File: src/rtl/chr_loader_pkg.sv
// Shared definitions for the CHR image loader: SDRAM geometry, framing constants,
// parser state encoding and the SDRAM write payload.
package chr_loader_pkg;

  localparam int unsigned ADDR_W    = 23;
  localparam int unsigned CHR_BYTES = 8192;
  localparam logic [7:0]  SYNC_BYTE = 8'hA5;

  typedef enum logic [2:0] {
    ST_IDLE,
    ST_LEN_LO,
    ST_LEN_HI,
    ST_DATA,
    ST_CSUM,
    ST_DRAIN,
    ST_DONE,
    ST_ERROR
  } parse_state_e;

  typedef struct packed {
    logic [ADDR_W-1:0] addr;
    logic [7:0]        data;
  } ram_wr_t;

endpackage

File: src/rtl/chr_loader_fifo.sv
// Small synchronous FIFO with flush; head is a combinational read of the oldest entry.
module byte_fifo #(
  parameter int unsigned WIDTH = 8,
  parameter int unsigned DEPTH = 4
) (
  input  logic             clk,
  input  logic             rst,
  input  logic             flush,
  input  logic             wr_en,
  input  logic [WIDTH-1:0] wr_data,
  input  logic             rd_en,
  output logic [WIDTH-1:0] head_c,
  output logic             full,
  output logic             empty
);

  localparam int unsigned AW = (DEPTH > 1) ? $clog2(DEPTH) : 1;
  localparam int unsigned CW = AW + 1;

  logic [WIDTH-1:0] mem [DEPTH];
  logic [AW-1:0]    wr_ptr;
  logic [AW-1:0]    rd_ptr;
  logic [CW-1:0]    count;
  logic [CW-1:0]    count_n;
  logic             wr_ok;
  logic             rd_ok;

  // A write into a full FIFO is accepted only when a read frees a slot in the same cycle
  assign rd_ok  = rd_en && !empty;
  assign wr_ok  = wr_en && (!full || rd_ok);
  assign head_c = mem[rd_ptr];

  always_comb begin
    count_n = count;
    case ({wr_ok, rd_ok})
      2'b10:   count_n = count + CW'(1);
      2'b01:   count_n = count - CW'(1);
      default: count_n = count;
    endcase
  end

  always_ff @(posedge clk) begin
    if (rst || flush) begin
      wr_ptr <= '0;
      rd_ptr <= '0;
      count  <= '0;
      full   <= 1'b0;
      empty  <= 1'b1;
    end else begin
      if (wr_ok) wr_ptr <= wr_ptr + AW'(1);
      if (rd_ok) rd_ptr <= rd_ptr + AW'(1);
      count <= count_n;
      full  <= (count_n == CW'(DEPTH));
      empty <= (count_n == '0);
    end
  end

  always_ff @(posedge clk) begin
    if (wr_ok) mem[wr_ptr] <= wr_data;
  end

endmodule

File: src/rtl/chr_loader.sv
// Parses a framed CHR image from the host byte stream and streams it into SDRAM,
// flagging completion once the checksum matches.
module chr_loader
  import chr_loader_pkg::*;
#(
  parameter logic [ADDR_W-1:0] BASE_ADDR      = '0,
  parameter logic [15:0]       MAX_BYTES      = 16'(CHR_BYTES),
  parameter logic [23:0]       TIMEOUT_CYCLES = 24'd5_000_000,
  parameter int unsigned       FIFO_DEPTH     = 4
) (
  input  logic              clk,
  input  logic              rst,
  input  logic [7:0]        rx_data,
  input  logic              new_rx_data,
  output logic [ADDR_W-1:0] ram_addr,
  output logic [7:0]        ram_data_in,
  output logic              ram_rw,
  output logic              in_valid,
  input  logic              busy,
  output logic              init_sdram_data,
  output logic              load_error,
  output logic              loading
);

  parse_state_e      state, state_n;
  logic [15:0]       len, len_n;
  logic [15:0]       rcnt, rcnt_n;
  logic [7:0]        sum, sum_n;
  logic [7:0]        csum, csum_n;
  logic [23:0]       idle, idle_n;
  logic              init_n, err_n, loading_n;
  logic              push_c, sync_c, issue_c, timed_c, timeout_c;
  logic [15:0]       len_hi_c;
  logic [15:0]       rcnt_inc_c;
  logic [7:0]        head_c;
  logic              fifo_full, fifo_empty;
  logic [ADDR_W-1:0] wcnt;
  ram_wr_t           wr_q;

  byte_fifo #(.WIDTH(8), .DEPTH(FIFO_DEPTH)) u_fifo (
    .clk     (clk),
    .rst     (rst),
    .flush   (state == ST_ERROR),
    .wr_en   (push_c),
    .wr_data (rx_data),
    .rd_en   (issue_c),
    .head_c  (head_c),
    .full    (fifo_full),
    .empty   (fifo_empty)
  );

  // The gap after each request lets the controller's busy become visible before the next
  assign issue_c    = !fifo_empty && !busy && !in_valid && (state != ST_ERROR);
  assign timed_c    = (state == ST_LEN_LO) || (state == ST_LEN_HI) ||
                      (state == ST_DATA)   || (state == ST_CSUM);
  assign timeout_c  = timed_c && !new_rx_data && (idle == TIMEOUT_CYCLES - 24'd1);
  assign len_hi_c   = {rx_data, len[7:0]};
  assign rcnt_inc_c = rcnt + 16'd1;

  always_comb begin
    state_n   = state;
    len_n     = len;
    rcnt_n    = rcnt;
    sum_n     = sum;
    csum_n    = csum;
    init_n    = init_sdram_data;
    err_n     = load_error;
    loading_n = loading;
    push_c    = 1'b0;
    sync_c    = 1'b0;
    idle_n    = (!timed_c || new_rx_data) ? 24'd0 : idle + 24'd1;

    case (state)
      ST_IDLE, ST_DONE: begin
        if (new_rx_data && rx_data == SYNC_BYTE) begin
          state_n   = ST_LEN_LO;
          err_n     = 1'b0;
          init_n    = 1'b0;
          loading_n = 1'b1;
          sync_c    = 1'b1;
          rcnt_n    = '0;
          sum_n     = '0;
        end
      end
      ST_LEN_LO: begin
        if (new_rx_data) begin
          len_n   = {8'h00, rx_data};
          state_n = ST_LEN_HI;
        end
      end
      ST_LEN_HI: begin
        if (new_rx_data) begin
          len_n  = len_hi_c;
          rcnt_n = '0;
          sum_n  = '0;
          if (len_hi_c > MAX_BYTES)   state_n = ST_ERROR;
          else if (len_hi_c == 16'd0) state_n = ST_CSUM;
          else                        state_n = ST_DATA;
        end
      end
      ST_DATA: begin
        if (new_rx_data) begin
          push_c = 1'b1;
          if (fifo_full && !issue_c) begin
            state_n = ST_ERROR;
          end else begin
            sum_n  = sum + rx_data;
            rcnt_n = rcnt_inc_c;
            if (rcnt_inc_c == len) state_n = ST_CSUM;
          end
        end
      end
      ST_CSUM: begin
        if (new_rx_data) begin
          csum_n  = rx_data;
          state_n = ST_DRAIN;
        end
      end
      ST_DRAIN: begin
        if (fifo_empty && !busy && !in_valid) begin
          if (csum == sum) begin
            state_n   = ST_DONE;
            init_n    = 1'b1;
            loading_n = 1'b0;
          end else begin
            state_n = ST_ERROR;
          end
        end
      end
      ST_ERROR: state_n = ST_IDLE;
      default:  state_n = ST_IDLE;
    endcase

    if (timeout_c) state_n = ST_ERROR;

    if (state_n == ST_ERROR && state != ST_ERROR) begin
      err_n     = 1'b1;
      loading_n = 1'b0;
      init_n    = 1'b0;
    end
  end

  always_ff @(posedge clk) begin
    if (rst) begin
      state           <= ST_IDLE;
      len             <= '0;
      rcnt            <= '0;
      sum             <= '0;
      csum            <= '0;
      idle            <= '0;
      init_sdram_data <= 1'b0;
      load_error      <= 1'b0;
      loading         <= 1'b0;
    end else begin
      state           <= state_n;
      len             <= len_n;
      rcnt            <= rcnt_n;
      sum             <= sum_n;
      csum            <= csum_n;
      idle            <= idle_n;
      init_sdram_data <= init_n;
      load_error      <= err_n;
      loading         <= loading_n;
    end
  end

  // Write engine: runs off the FIFO independently of the parser
  always_ff @(posedge clk) begin
    if (rst) begin
      in_valid <= 1'b0;
      ram_rw   <= 1'b0;
      wr_q     <= '{addr: BASE_ADDR, data: 8'h00};
      wcnt     <= '0;
    end else begin
      in_valid <= issue_c;
      ram_rw   <= issue_c;
      if (issue_c) wr_q <= '{addr: BASE_ADDR + wcnt, data: head_c};
      if (sync_c)       wcnt <= '0;
      else if (issue_c) wcnt <= wcnt + ADDR_W'(1);
    end
  end

  assign ram_addr    = wr_q.addr;
  assign ram_data_in = wr_q.data;

endmodule
File: config.mk
export PLATFORM = sky130hd
export DESIGN_NAME = chr_loader
export DESIGN_NICKNAME = d
export VERILOG_FILES = /design/src/rtl/chr_loader_pkg.sv /design/src/rtl/chr_loader_fifo.sv /design/src/rtl/chr_loader.sv
export SDC_FILE = /design/constraint.sdc
export NUM_CORES = 1
export LEC_CHECK = 0
export BUFFER_PORTS_ARGS = -buffer_cell sky130_fd_sc_hd__buf_2
export CORE_UTILIZATION = 60
export CTS_CLUSTER_DIAMETER = 150
export DETAILED_ROUTE_END_ITERATION = 7
export HOLD_SLACK_MARGIN = 0.12
export PLACE_DENSITY_LB_ADDON = 0.08
export SLEW_MARGIN = 20
export SYNTH_ARGS = -nofsm -noshare
export SYNTH_HDL_FRONTEND = slang
export SYNTH_SLANG_ARGS = --single-unit
File: constraint.sdc
create_clock -name clk -period 5.98 [get_ports clk]
set_input_delay 0.598 -clock clk [delete_from_list [all_inputs] [get_ports clk]]
set_output_delay 0.598 -clock clk [all_outputs]
set_load 0.005 [all_outputs]
==> flow_summary.toml, run 1 <==
[placed_design]
pre_cts_ws_ns = 2.51
dp_hpwl_um = 11600
place_congestion = 0.858
port-buffer-count = 47

[critical_path]
r2r_cells = 14
timing.critical_path.buf_inv = 3
cp_cell_sequence = "nand3_1 -> nand2_1 -> and2_1 -> nor3_2 -> buf_4 -> inv_1 -> ha_1 -> inv_1 -> fa_1 -> xor2_1 -> nor2_1 -> xnor2_1 -> nor2_1 -> nor3_1"
required_ns = 6.33
path_class = "register to register"
r2r-end = "u_fifo.empty"
r2r_start = "state[0]"
arrival_ns = 3.84
cp_max_fo = 25
critical-path-top-delay-family = "simple AND/OR/NAND/NOR gates"
critPathMaxStageDelay_ns = 0.62
startpoint_type = "register"
r2r_slack_ns = 2.49
slowest_stage = "dfxtp_1"
end_kind = "register"

[clocking]
clk_pin_slew_ns = 0.06
cts_buffers = 17
clock_sinks = 174
cts_resized = 0
cts_tree = "built"
post_cts_buffers = 0
ctsHoldBuffers = 0
htreeDepth = 4
clk_latency_ns = 0.43
cts-root-buf = "clkbuf_16"
clk_path_buf_depth = 2

[power_and_ir_drop]
swShare = 0.213
p_comb_frac = 0.018
switchingPower_w = 0.000478
seq_power_share = 0.531
p_leak_nw = 3.10
p_per_area_nw_per_um2 = 255
intPower_w = 0.00177
pwr-share-clk = 0.451
power_w = 0.00225
ir_drop_mv = 0.159

[die]
initial_core_util = 0.627
fp.dieArea_um2 = 13900
ios = 48
core_area_um2 = 12800
die_h_um = 118
num_rows = 41
fp.dieW_um = 118

[synthesis]
ys_async_sr_fraction = 0
ys_types = 64
yosys-top-cells-count = "142 x dfxtp_1, 120 x nor2_1, 119 x nand2_1, 66 x a21oi_1, 54 x xnor2_1"
ys_seq_area_frac = 0.473
synth_seq_cells = 174
syn_area_per_cell_um2 = 9.13
netlist_instances = 881
synth_nets = 910
synthFlopType = "dfxtp_1"
yosysTopAreaCellShare = 0.353
yosysTopAreaCell = "dfxtp_1"
synth.area.top_cells = "dfxtp_1 35%, edfxtp_1 12%, xnor2_1 5.9%"
ys.warnings.count = 0
synth-edff-count = 32
yosysMostFrequentCell = "dfxtp_1"
synth_area_um2 = 8050

[outcome]
status = "finished clean"

[sta]
hold_viol_final = 0
finalSetupViolations = 0
fin_setup_tns_ns = 0
fin_crit_ns = 3.49
max_freq_mhz = 286
tightest_slew_ns = 0.879
finClkSkew_ns = 0.00816
worst_slack_ns = 2.49
timing.final.crit_share = 0.584
drv_slew = 0
grt_setup_unrepaired = "false"
slew_headroom = 0.414

[global_route]
grt.overflow.total = 0
grt_busiest_layer = "met2"
grt_max_degree = 56
met3_usage = 0.0489
grt_pass1_vias = 5895
met1_usage = 0.311
met2_usage = 0.418
grt_pass1_wl_um = 27800
antenna_found_initial = 0
grt.total_usage = 0.249

[final_layout]
fillers = 1028
diodes = 0
final_nets = 930
syn_to_final_growth_pct = 9.52
fin_util = 0.687
drive_gt1_frac = 0.109

[route]
drcViolationCount = 0
routedWlPerCell_um = 15.6
routed_wirelength_um = 16900
vias = 6277
firstDrtPassIters = 5
drtIter0Drc = 524
drt.antenna.violating_nets = 0
viasPerCell = 5.78

[job]
drv_cap = 0

[worst_hold_path]
whs_path_depth = 2
holdCritPathClass = "input port to register"
whs_endpoint = "in_valid"
min-delay-start = "busy"
## power by group through the flow
stage	Combinational (W)	Clock (W)	Sequential (W)
after floorplan	0.0000237	0	0.00122
final	0.0000410	0.00101	0.00119
after global routing	0.0000444	0.00108	0.00119
after global placement	0.0000390	0	0.00122
after detailed placement	0.0000404	0	0.00122
after CTS	0.0000407	0.00103	0.00119
## sequential cells by signal (all words and copies together), names as in the netlist, 2 cells and up
signal and cells:
sum 8, u_fifo.mem 32, state 3, u_fifo.wr_ptr 2
u_fifo.count 3, wcnt 23, u_fifo.rd_ptr 2, idle 24
len 16, ram_data_in 8, csum 8, ram_addr 23
rcnt 16
## through the flow
step                cell area (um^2)  hold WS, ns  instances
global route                    8810        0.353       1086
CTS                             8810        0.350       1086
finish                          8810        0.361       1086
global placement                8270        0.439       1054
floorplan                       8050        0.421        881
detailed placement              8270        0.443       1054
## kinds of logic after synthesis
kind of cell,synth area share
buffers and inverters,0.0406
muxes,0.0323
xor gates and xnor gates,0.0947
and+or+nand+nor,0.226
adders and majority gates,0.0283
DFF,0.473
AOI/OAI and AO/OA,0.106
## area by class of cell
type / count / area (um^2) / area share
clock buffers: 24 / 482 / 0.0547
clock inverters: 8 / 57.6 / 0.00653
inverters: 18 / 67.6 / 0.00767
multi-input cells: 639 / 3920 / 0.445
flip-flops and latches: 174 / 3800 / 0.432
well taps: 172 / 215 / 0.0244
repair buffers: 51 / 265 / 0.0301
## per-layer routing
metal  up-vias  wire length [um]
met5         -                 0
met4         0               391
met3        36               641
met2       161              8300
met1      2984              7560
li1       3096                 -
## how the worst max path moves through the flow
stage | from | end | slack (ns) | cells past startpoint
final | state[0] | u_fifo.empty | 2.49 | 14
after global routing | state[1] | u_fifo.empty | 2.11 | 14
after CTS | state[2] | u_fifo.empty | 2.50 | 14
after detailed placement | busy | wcnt[22] | 2.51 | 11
after global placement | state[1] | u_fifo.empty | 2.63 | 14
after floorplan | busy | u_fifo.full | 2.96 | 12
## cells in the final DEF, fill, tap and decap left out, drive strengths merged, types with 3 or more instances in the layout
| cell type | Yosys | routed |
|---|---|---|
| a21o | 9 | 9 |
| a21oi | 66 | 66 |
| a22oi | 17 | 17 |
| a31oi | 4 | 4 |
| and2 | 8 | 8 |
| and3 | 17 | 17 |
| and4 | 3 | 3 |
| buf | 10 | 51 |
| clkbuf | 40 | 24 |
| clkinv | 0 | 5 |
| dfxtp | 142 | 142 |
| edfxtp | 32 | 32 |
| ha | 15 | 15 |
| inv | 18 | 20 |
| mux2i | 8 | 8 |
| mux4 | 8 | 8 |
| nand2 | 120 | 120 |
| nand2b | 5 | 5 |
| nand3 | 30 | 30 |
| nand3b | 4 | 4 |
| nand4 | 14 | 14 |
| nor2 | 120 | 120 |
| nor2b | 6 | 6 |
| nor3 | 21 | 21 |
| nor4 | 13 | 13 |
| nor4b | 5 | 5 |
| o211ai | 4 | 4 |
| o21a | 4 | 4 |
| o21ai | 13 | 13 |
| or3 | 7 | 7 |
| or4 | 6 | 6 |
| xnor2 | 54 | 54 |
| xor2 | 33 | 33 |
Note: power is estimated with default switching activity, not from simulation.
==> run 2, diff against run 1 <==
==> constraint.sdc (replaced) <==
create_clock -name clk -period 3.5 [get_ports clk]
set_input_delay 0.35 -clock clk [delete_from_list [all_inputs] [get_ports clk]]
set_output_delay 0.35 -clock clk [all_outputs]
set_load 0.005 [all_outputs]
==> run 2 against run 1 <==
  * Die area stayed put
  * First-iteration DRC count is 25% lower
  * Core utilization is 0.60 points higher
  * Register-to-register slack worse by 2.0 ns
  * Cell area is 0.87% higher
  * Sequential cell count stayed put
  * Cell count is 0.37% higher
  * Clock skew hardly changed
==> flow_summary.toml, run 2 (same netlist as run 1, synthesis figures left out) <==
[outcome]
status = "finished clean"

[power_and_ir_drop]
ir_drop_mv = 0.328
p_leak_nw = 3.13
p_per_area_nw_per_um2 = 444

[die]
ios = 48
fp.dieArea_um2 = 13900
die_h_um = 118
core_area_um2 = 12800
num_rows = 41
fp.dieW_um = 118
initial_core_util = 0.627

[final_layout]
multi_input_area_um2 = 3920
layout.area.seq_um2 = 3800
final_nets = 934
largest_register = "u_fifo.mem"
drive_gt1_frac = 0.117
diodes = 0
reg.largest.list = "u_fifo.mem: 32 flops, idle: 24 flops"
final_cell_mix = "142 x dfxtp_1, 120 x nor2_1, 119 x nand2_1"
final_common_cell = "dfxtp_1"
instances_no_fill = 1090
fillers = 1008
syn_to_final_growth_pct = 10.5
largest_reg_flops = 32

[sta]
finClkSkew_ns = 0.00820
max_freq_mhz = 336
grt_setup_unrepaired = "false"
finalSetupViolations = 0
slew_headroom = 0.438
fin_setup_tns_ns = 0
hold_viol_final = 0
tightest_slew_ns = 0.843
drv_slew = 0
fin_crit_ns = 2.98
timing.final.crit_share = 0.851

[placed_design]
place_inst = 1057
dp_hpwl_um = 12200
port-buffer-count = 47
place_congestion = 0.931

[critical_path]
path_class = "input port to register"
cp_max_fo = 33
r2r-end = "init_sdram_data"
timing.critical_path.buf_inv = 4
cp_cell_sequence = "dlygate4sd3_1 -> buf_2 -> nor3_1 -> nand2_1 -> buf_4 -> inv_2 -> nand2_1 -> or3_1 -> nor4_1 -> nand3_1 -> xor2_1 -> nor2_1"
r2r_slack_ns = 0.53
slowest_stage = "dlygate4sd3_1"
critPathMaxStageDelay_ns = 0.55
crit_cells = 12
arrival_ns = 3.29
r2r_cells = 9
end_kind = "register"
startpoint_type = "input port"
path_common_cell = "nand2_1"
required_ns = 3.81
critical-path-top-delay-family = "simple AND/OR/NAND/NOR gates"
r2r_start = "rcnt[0]"

[clocking]
clk_pin_slew_ns = 0.06
clock_sinks = 174
ctsHoldBuffers = 1
htreeDepth = 4
cts_buffers = 17
clk_latency_ns = 0.43
post_cts_buffers = 0
cts_tree = "built"
cts-root-buf = "clkbuf_16"
cts_resized = 0
clk_path_buf_depth = 2

[global_route]
grt.overflow.total = 0
grt_pass1_wl_um = 28400
grt_max_degree = 49
antenna_found_initial = 0
grt.total_usage = 0.257
grt_pass1_vias = 5884

[job]
drv_cap = 0

[route]
viasPerCell = 5.71
routed_wirelength_um = 17200
vias = 6228
drt.antenna.violating_nets = 0
routedWlPerCell_um = 15.8
drtIter0Drc = 391
firstDrtPassIters = 5
drcViolationCount = 0

[worst_hold_path]
min-delay-start = "rx_data[3]"
holdCritPathClass = "input port to register"
whs_path_depth = 3
whs_endpoint = "len[3]"
run 2: how the worst max path moves through the flow:
stage | slack, ns | to | from
5_1_grt | 0.24 | init_sdram_data | rcnt[0]
2_1_floorplan | 0.69 | u_fifo.full | in_valid
3_5_place_dp | 0.52 | init_sdram_data | rcnt[0]
6_report | 0.52 | wcnt[22] | busy
3_3_place_gp | 0.64 | init_sdram_data | rcnt[0]
4_1_cts | 0.51 | init_sdram_data | rcnt[0]
run 2: layer usage:
metal,part of all wire,wire length [um],global-route usage,vias to the layer above
met2,0.48,8270,0.408,161
met5,0,0,0,-
met4,0.026,439,0.120,0
met3,0.040,692,0.0557,37
met1,0.45,7810,0.335,2929
li1,-,-,-,3101
run 2: power breakdown:
group          internal (W)  switching, W
clock network       0.00107      0.000771
logic             0.0000179     0.0000529
registers           0.00204   0.000000824
run 2: metrics by stage:
step	area [um^2]	setup slack (ns)	hold slack, ns	power, W	util
after detailed placement	8300	0.517	0.444	0.00215	0.647
after global placement	8300	0.642	0.439	0.00215	0.647
after global routing	8890	0.240	0.269	0.00406	0.693
after CTS	8890	0.509	0.245	0.00397	0.693
after floorplan	8050	0.687	0.421	0.00212	-
final	8890	0.520	0.258	0.00395	0.693
run 2: cell type report:
| class | count | area share |
|---|---|---|
| Clock buffer | 18 | 0.0494 |
| Clock inverter | 14 | 0.0162 |
| Inverter | 18 | 0.00760 |
| Multi-Input combinational cell | 639 | 0.441 |
| Sequential cell | 174 | 0.428 |
| Tap cell | 172 | 0.0242 |
| Timing Repair Buffer | 55 | 0.0335 |
run 2: worst register-to-register path: cells and delay by family, from the launching register on:
family | cells | cell delay (ns)
AOI/OAI and AO/OA | 2 | 0.63
adders and majority gates | 1 | 0.35
DFF | 1 | 0.44
and+or+nand+nor | 6 | 1.46
==> run 3, diff against run 2 <==
--- a/config.mk
+++ b/config.mk
@@ -10,6 +10,7 @@
 export CTS_CLUSTER_DIAMETER = 150
 export DETAILED_ROUTE_END_ITERATION = 7
 export HOLD_SLACK_MARGIN = 0.12
+export MAX_ROUTING_LAYER = met4
 export PLACE_DENSITY_LB_ADDON = 0.08
 export SLEW_MARGIN = 20
 export SYNTH_ARGS = -nofsm -noshare
==> run 3 against run 2 <==
  * Sequential share of layout area shrank 0.31 points
  * Cell count rose by 0.18%
  * Count of clock-buffer cells in the layout up 5
  * Critical endpoint is now init_sdram_data
  * Register-to-register slack lost 0.19 ns
  * Wire length grew 2.2%
  * Global-route usage is 1.6 points higher
  * Core utilization rose by 0.50 points
  * First-iteration DRC count is 26% higher
  * Via count is 1.3% higher
  * Worst setup slack worse by 0.18 ns
  * Fmax fell by 5.8%
  * Total power increased by 3.6%
==> flow_summary.toml, run 3 (same netlist as run 1, synthesis figures left out) <==
[clocking]
clk_pin_slew_ns = 0.06
htreeDepth = 4
clk_path_buf_depth = 2
post_cts_buffers = 0
cts-root-buf = "clkbuf_16"
cts_buffers = 17
cts_tree = "built"
clk_latency_ns = 0.43
clock_sinks = 174
cts_resized = 0

[route]
routedWlPerCell_um = 16.1
wl_met2_um = 8630
top_layer_used = "met4"
drcViolationCount = 0
viasPerCell = 5.78
vias = 6309
routed_wirelength_um = 17600
drtIter0Drc = 493
drt.antenna.violating_nets = 0
wl_met1_um = 7970
met3_length_um = 585
firstDrtPassIters = 5

[sta]
hold_viol_final = 0
tightest_slew_ns = 0.866
fin_crit_ns = 3.16
worst_slack_ns = 0.337
timing.final.crit_share = 0.904
slew_headroom = 0.423
drv_slew = 0
finClkSkew_ns = 0.00831
fin_setup_tns_ns = 0
grt_setup_unrepaired = "false"
max_freq_mhz = 316
finalSetupViolations = 0
whs_ns = 0.270

[critical_path]
slowest_stage = "or4_4"
crit_cells = 9
timing.critical_path.buf_inv = 0
r2r-end = "init_sdram_data"
r2r_cells = 9
critical-path-top-delay-family = "simple AND/OR/NAND/NOR gates"
cp_max_fo = 9
startpoint = "rcnt[0]"
arrival_ns = 3.48
path_common_cell = "nand3_2"
critPathMaxStageDelay_ns = 0.53
startpoint_type = "register"
endpoint = "init_sdram_data"
r2r_slack_ns = 0.34
required_ns = 3.82
path_class = "register to register"
r2r_start = "rcnt[0]"
cp_cell_sequence = "ha_1 -> nand3_2 -> or3_1 -> a2111oi_0 -> o2111ai_1 -> or4_4 -> nand2_2 -> nand3_2 -> and2_1"
end_kind = "register"

[die]
die_h_um = 118
num_rows = 41
core_area_um2 = 12800
initial_core_util = 0.627
ios = 48
fp.dieW_um = 118
fp.dieArea_um2 = 13900

[final_layout]
final_common_cell = "dfxtp_1"
final_nets = 936
layout.area.seq_um2 = 3800
final_cell_mix = "142 x dfxtp_1, 120 x nor2_1, 119 x nand2_1"
instances_no_fill = 1092
diodes = 0
multi_input_area_um2 = 3920
fillers = 1016
largest_register = "u_fifo.mem"
largest_reg_flops = 32
drive_gt1_frac = 0.116
syn_to_final_growth_pct = 11.3
reg.largest.list = "u_fifo.mem: 32 flops, idle: 24 flops"

[placed_design]
port-buffer-count = 47
place_inst = 1059
place_congestion = 0.909
dp_hpwl_um = 12400
pre_cts_ws_ns = 0.457

[outcome]
status = "finished clean"

[power_and_ir_drop]
ir_drop_mv = 0.303
p_per_area_nw_per_um2 = 457
p_leak_nw = 3.17

[job]
drv_cap = 0

[global_route]
grt_pass1_wl_um = 29500
antenna_found_initial = 0
grt_pass1_vias = 6040
grt.total_usage = 0.273
grt.overflow.total = 0
grt_max_degree = 51

[worst_hold_path]
holdCritPathClass = "input port to register"
-- run 3: cell count changes in the layout (fill, tap and decap cells not counted), moves of 2 or more --
cell and delta:
clkinvlp_4 -3, buf_4 +2, clkbuf_1 +2, clkbuf_8 +2, clkinv_2 -2
-- run 3: per-layer routing --
metal	track usage	up-vias
li1	-	3103
met1	0.338	3045
met2	0.449	125
met3	0.0422	36
met4	0.106	0
met5	-	-
-- run 3: final cells by class --
type / instances / share of cell area
Timing Repair Buffer: 57 / 0.0349
Multi-Input combinational cell: 639 / 0.438
Clock inverter: 9 / 0.0148
Sequential cell: 174 / 0.425
Tap cell: 172 / 0.0240
Inverter: 18 / 0.00755
Clock buffer: 23 / 0.0558
-- run 3: report_power, final --
group | internal [W] | switching, W
clock network | 0.00122 | 0.000755
logic | 0.0000180 | 0.0000534
registers | 0.00204 | 0.000000491
total | 0.00328 | 0.000809
-- run 3: what timing repair did --
action                                  CTS  global route
endpoints found under the setup margin    0             0
hold endpoints to repair                  1             0
hold buffers                              1             0
-- run 3: per-stage QoR --
step | util | power [W] | area (um^2)
6_report | 0.698 | 0.00409 | 8950
5_1_grt | 0.698 | 0.00421 | 8950
4_1_cts | 0.698 | 0.00411 | 8950
3_5_place_dp | 0.648 | 0.00215 | 8310
3_3_place_gp | 0.648 | 0.00215 | 8310
2_1_floorplan | - | 0.00212 | 8050
-- run 3: worst min-delay path: stages --
cell and delay (ns):
buf_2 0.17, nand2_1 0.08, a21oi_1 0.05
-- run 3: worst min-delay path by stage --
stage | startpoint | end | slack (ns) | depth (start not counted)
2_1_floorplan | u_fifo.empty | in_valid | 0.42 | 1
3_3_place_gp | ram_addr[10] | ram_addr[10] | 0.44 | 2
3_5_place_dp | ram_addr[5] | ram_addr[5] | 0.44 | 2
4_1_cts | rx_data[4] | len[4] | 0.26 | 3
5_1_grt | rx_data[4] | u_fifo.mem[2][4] | 0.27 | 1
6_report | rx_data[4] | len[4] | 0.27 | 3
